--- config.mk ---
export PLATFORM = sky130hd
export DESIGN_NAME = signed_ramp_gen_flat
export DESIGN_NICKNAME = d
export VERILOG_FILES = /design/src/rtl/signed_ramp_gen_if.sv /design/src/rtl/signed_ramp_gen.sv /design/src/flat_wrapper.sv
export SDC_FILE = /design/constraint.sdc
export NUM_CORES = 1
export LEC_CHECK = 0
export ABC_AREA = 0
export CAP_MARGIN = 20
export CORE_MARGIN = 1.5
export CORE_UTILIZATION = 52
export DETAILED_ROUTE_END_ITERATION = 10
export PLACE_DENSITY = 0.8
export SETUP_SLACK_MARGIN = 0.15
export SLEW_MARGIN = 20
export SYNTH_ARGS = -nofsm -noshare
export SYNTH_HDL_FRONTEND = slang
export SYNTH_SLANG_ARGS = --single-unit
--- constraint.sdc ---
create_clock -name clk -period 4.6 [get_ports clk]
set_clock_uncertainty 0.15 [all_clocks]
set_input_delay 0.69 -clock clk [delete_from_list [all_inputs] [get_ports clk]]
set_output_delay 0.69 -clock clk [all_outputs]
set_load 0.02 [all_outputs]
--- src/rtl/signed_ramp_gen_if.sv ---
`default_nettype none
// ============================================================================
// Module      : signed_ramp_gen_if
// Description : Control and valid/ready sample bus between the signed ramp
//               producer and its controller/consumer.
// Revision    : 1.0 - initial release
// ============================================================================
interface signed_ramp_gen_if #(
    parameter int WIDTH = 8
);
    // Controller -> producer
    logic                    start;
    logic signed [WIDTH-1:0] start_val;
    logic signed [WIDTH-1:0] end_val;
    logic                    abort;
    // Consumer -> producer
    logic                    ready;
    // Producer -> consumer / controller
    logic                    valid;
    logic signed [WIDTH-1:0] data;
    logic                    neg;
    logic                    busy;
    logic                    done;

    // Ramp generator side
    modport master (
        input  start,
        input  start_val,
        input  end_val,
        input  abort,
        input  ready,
        output valid,
        output data,
        output neg,
        output busy,
        output done
    );

    // Controller / sample consumer side
    modport slave (
        output start,
        output start_val,
        output end_val,
        output abort,
        output ready,
        input  valid,
        input  data,
        input  neg,
        input  busy,
        input  done
    );
endinterface
`default_nettype wire

--- src/rtl/signed_ramp_gen.sv ---
`default_nettype none
// ============================================================================
// Module      : signed_ramp_gen
// Description : Programmable signed ramp producer. Emits start_val..end_val
//               in steps of STEP, one sample per valid/ready handshake, with
//               a registered sign flag. Never wraps and never overshoots the
//               end value.
// Revision    : 1.0 - initial release
// ============================================================================
module signed_ramp_gen #(
    parameter int WIDTH = 8,
    parameter int STEP  = 1
) (
    input  wire logic         clk,
    input  wire logic         rst,
    signed_ramp_gen_if.master bus
);

    // ------------------------------------------------------------------------
    // State encoding
    // ------------------------------------------------------------------------
    localparam logic [1:0] c_idle = 2'd0;
    localparam logic [1:0] c_run  = 2'd1;
    localparam logic [1:0] c_fin  = 2'd2;

    // Step magnitude held one bit wider than a sample so that DATA +/- STEP
    // can be formed without overflow at either end of the signed range.
    localparam logic signed [WIDTH:0] c_step = (WIDTH + 1)'(STEP);

    // ------------------------------------------------------------------------
    // Registers
    // ------------------------------------------------------------------------
    logic [1:0]              r_state;
    logic                    r_down;    // sweep direction latched at start
    logic signed [WIDTH-1:0] r_end;     // limit sample latched at start
    logic signed [WIDTH-1:0] r_data;    // current sample
    logic                    r_valid;   // sample on the bus

    // ------------------------------------------------------------------------
    // Combinational datapath
    // ------------------------------------------------------------------------
    logic signed [WIDTH:0]   w_data_ext;
    logic signed [WIDTH:0]   w_end_ext;
    logic signed [WIDTH:0]   w_next;
    logic                    w_past_end;
    logic                    w_last;
    logic                    w_accept;
    logic                    w_start_down;

    assign w_data_ext   = {r_data[WIDTH-1], r_data};
    assign w_end_ext    = {r_end[WIDTH-1], r_end};

    // Candidate next sample in the widened domain; it is only loaded back
    // into r_data when it does not pass the end value, so it always fits.
    assign w_next       = r_down ? (w_data_ext - c_step) : (w_data_ext + c_step);

    assign w_past_end   = r_down ? (w_next < w_end_ext) : (w_next > w_end_ext);
    assign w_last       = (r_data == r_end) || w_past_end;

    assign w_accept     = r_valid && bus.ready;

    // Descending sweep when the first sample is strictly above the limit.
    assign w_start_down = (bus.start_val > bus.end_val);

    // ------------------------------------------------------------------------
    // Sweep control FSM and sample register
    // ------------------------------------------------------------------------
    always_ff @(posedge clk or posedge rst) begin
        if (rst) begin
            r_state <= c_idle;
            r_down  <= 1'b0;
            r_end   <= '0;
            r_data  <= '0;
            r_valid <= 1'b0;
        end else begin
            case (r_state)
                c_idle: begin
                    if (bus.start) begin
                        r_state <= c_run;
                        r_down  <= w_start_down;
                        r_end   <= bus.end_val;
                        r_data  <= bus.start_val;
                        r_valid <= 1'b1;
                    end
                end

                c_run: begin
                    // Abort wins over a coincident handshake; the sample on
                    // the bus that cycle is treated as never delivered.
                    if (bus.abort) begin
                        r_state <= c_fin;
                        r_data  <= '0;
                        r_valid <= 1'b0;
                    end else if (w_accept) begin
                        if (w_last) begin
                            r_state <= c_fin;
                            r_data  <= '0;
                            r_valid <= 1'b0;
                        end else begin
                            r_data  <= w_next[WIDTH-1:0];
                        end
                    end
                end

                c_fin: begin
                    // One-cycle completion state; start requests are ignored.
                    r_state <= c_idle;
                end

                default: begin
                    r_state <= c_idle;
                    r_data  <= '0;
                    r_valid <= 1'b0;
                end
            endcase
        end
    end

    // ------------------------------------------------------------------------
    // Outputs: all derived directly from registers
    // ------------------------------------------------------------------------
    assign bus.valid = r_valid;
    assign bus.data  = r_data;
    assign bus.neg   = r_data[WIDTH-1];
    assign bus.busy  = (r_state == c_run);
    assign bus.done  = (r_state == c_fin);

endmodule
`default_nettype wire

--- src/flat_wrapper.sv ---
// flat-port wrapper written by rule: the top's interface ports become plain ports
module signed_ramp_gen_flat 
#(
    parameter int WIDTH = 8,
    parameter int STEP  = 1
)
  (clk, rst, bus_start, bus_start_val, bus_end_val, bus_abort, bus_ready, bus_valid, bus_data, bus_neg, bus_busy, bus_done);
  signed_ramp_gen_if #(.WIDTH(WIDTH)) bus_i ();
  input  wire logic clk;
  input  wire logic rst;
  input wire logic [$bits(bus_i.start)-1:0] bus_start;
  input wire logic [$bits(bus_i.start_val)-1:0] bus_start_val;
  input wire logic [$bits(bus_i.end_val)-1:0] bus_end_val;
  input wire logic [$bits(bus_i.abort)-1:0] bus_abort;
  input wire logic [$bits(bus_i.ready)-1:0] bus_ready;
  output wire logic [$bits(bus_i.valid)-1:0] bus_valid;
  output wire logic [$bits(bus_i.data)-1:0] bus_data;
  output wire logic [$bits(bus_i.neg)-1:0] bus_neg;
  output wire logic [$bits(bus_i.busy)-1:0] bus_busy;
  output wire logic [$bits(bus_i.done)-1:0] bus_done;
  assign bus_i.start = bus_start;
  assign bus_i.start_val = bus_start_val;
  assign bus_i.end_val = bus_end_val;
  assign bus_i.abort = bus_abort;
  assign bus_i.ready = bus_ready;
  assign bus_valid = bus_i.valid;
  assign bus_data = bus_i.data;
  assign bus_neg = bus_i.neg;
  assign bus_busy = bus_i.busy;
  assign bus_done = bus_i.done;
  signed_ramp_gen #(.WIDTH(WIDTH), .STEP(STEP)) u_core (.clk(clk), .rst(rst), .bus(bus_i));
endmodule
==> metrics.cfg <==
[yosys]
ys.flop_type = dfrtp_1
async_reset_ff_share_pct = 100
synth_edf_count = 0
synth_area_um2 = 1720
yosysUniqueCellTypes = 40
synth_cells = 204
syn_nets = 250
synth.avg_cell_area_um2 = 8.41
ys_warn_count = 0
yosysSeqAreaShare_pct = 29.2
ys_ff_latch = 20

[placement]
port_buffers = 32
place_ws_ns = 0.966
gp_congestion = 0.930
dp_hpwl_um = 3340

[cells_and_area]
final_common_cell = clkdlybuf4s50_1
nets = 282
final_cell_mix = clkdlybuf4s50_1, ha_1, inv_1
seq_area_um2 = 500
num_antenna_cells = 0
multi_input_area_um2 = 1110
drive_above_1_share_pct = 3.40
fillers = 277
utilization_pct = 67.9
syn_to_final_growth_pct = 22.7

[routing]
firstDrtPassIters = 4
routedWlPerCell_um = 15.3
wl_um = 4270
vias_per_cell = 5.77
drt_iter0_drc = 113
ant_nets = 0
num_vias = 1609
drc_errors = 0

[timing]
post-route-period-util_pct = 80.4
setup_viol = 0
rsz0062_at_grt = no
setup_slack_ns = 0.903
period_needed_ns = 3.70
tns_ns = 0
tightest_slew_ns = 0.838
drv_slew = 0
fmax_mhz = 270
slew_headroom_pct = 44.2
whs_ns = 0.352
hold_viol = 0

[cts]
hold_buffers = 0
cts_buffers = 3
insertion_delay_ns = 0.31
cts_tree = built
h-tree-depth = 1
root_buffer = clkbuf_4
numClockSinks = 20
ctsResizeCount = 0
cts_max_path_buffers = 2
cts_post_setup_buffers_inserted = 0
path_clk_slew_ns = 0.12

[die]
core_region_area_um2 = 3100
dieArea_um2 = 3650
io_pins = 33
fp.dieH_um = 60.5
start_util_pct = 55.3
rows = 20
die_width_um = 60.5

[setup_path]
worstPathRequired_ns = 4.66
cp_top_family = compound AO/OA/AOI/OAI gates
crit_arrival_ns = 3.76
cp_slowest_cell = dfrtp_1
endpoint_kind = flop
worst-path-buf-inv = 1
cp_slowest_stage_delay_ns = 0.58
critPathLaunchType = flop
cp_max_fo = 11
critPathKind = reg2reg
crit_path_cell_trace = inv_1 -> fa_1 -> nor2b_4 -> o21ai_0 -> a21oi_1 -> ha_1 -> a2111o_1 -> o22ai_1 -> mux2i_2 -> nand2_1 -> and3_1

[global_route]
grt_pass1_vias = 1545
antenna_found_initial = 0
grt_pass1_wl_um = 7140
grt_max_degree = 25
overflow = 0
grt_usage_pct = 26.2

[flow_run]
drv_cap = 0

[worst_hold_path]
hold_path_class = reg2reg

[run_status]
status = finished clean

==> flip-flops by register name (all words and copies together) (netlist names) <==
signal	cells
u_core.r_state	2
u_core.r_end	8
u_core.bus.data	8
u_core.bus.valid	1
u_core.r_down	1
==> Yosys cell counts, types with 2 or more instances <==
cell / instances / area share, %
clkbuf_1: 4 / 0.87
ha_1: 24 / 17
o22ai_1: 3 / 1.1
dfrtp_1: 20 / 29
nor2b_1: 2 / 0.73
o21ai_0: 16 / 4.7
a31oi_1: 2 / 0.73
o21a_1: 7 / 3.1
nor2_1: 16 / 3.5
nand4_1: 10 / 3.6
xnor2_1: 2 / 1.0
o31a_1: 3 / 1.5
a211oi_1: 2 / 0.87
inv_1: 22 / 4.8
a21oi_1: 20 / 5.8
nor3_1: 2 / 0.58
xor2_1: 7 / 3.6
nor4_1: 3 / 1.1
a21o_1: 3 / 1.3
nand2_1: 16 / 3.5
==> area by class of cell <==
class	instances	share of cell area, %
repair buffers	32	15.2
flip-flops and latches	20	23.8
inverters	22	3.92
well taps	44	2.61
clock buffers	4	1.72
multi-input cells	157	52.8
==> per-stage QoR <==
stage | cell area (um^2) | std cells
5_1_grt | 2110 | 279
3_3_place_gp | 2070 | 275
2_1_floorplan | 1720 | 204
4_1_cts | 2110 | 279
3_5_place_dp | 2070 | 275
6_report | 2110 | 279
==> path summary, 6_finish.rpt <==
path | start | to | slack, ns | depth (start not counted)
max | u_core.r_down | u_core.r_state[1] | 0.90 | 11
min | u_core.r_end[0] | u_core.r_end[0] | 0.35 | 2
max reg2reg | u_core.r_down | u_core.r_state[1] | 0.90 | 11
min reg2reg | u_core.r_end[0] | u_core.r_end[0] | 0.35 | 2
max in group asynchronous | rst | u_core.r_end[2] | 3.17 | 2
min in group asynchronous | rst | u_core.bus.data[5] | 0.65 | 2
==> layer usage <==
metal	part of all wire [%]	vias up	routed length [um]	GRT usage, %
met2	46	76	1950	41.3
met1	45	731	1940	38.0
met3	7.8	4	332	4.26
li1	-	798	-	-
met4	1.0	0	44	5.90
met5	0	-	0	0
==> tightest hold or removal path, cell delays in order (launching register included) <==
cell	delay [ns]
dfrtp_1	0.37
nand2_1	0.05
nand2_1	0.06
==> logic make-up (layout without fill, tap and decap cells) <==
group | count (synthesis) | after routing | synth area share [%]
DFF | 20 | 20 | 29.2
and+or+nand+nor | 58 | 58 | 17.3
muxes | 2 | 2 | 1.38
buffers and inverters | 27 | 58 | 6.12
adders and majority gates | 25 | 25 | 18.7
xor gates and xnor gates | 9 | 9 | 4.59
AOI/OAI and AO/OA | 63 | 63 | 22.8
Power is not shown: default switching activity piles up to over one toggle a cycle in this logic, so the estimate is an artifact.
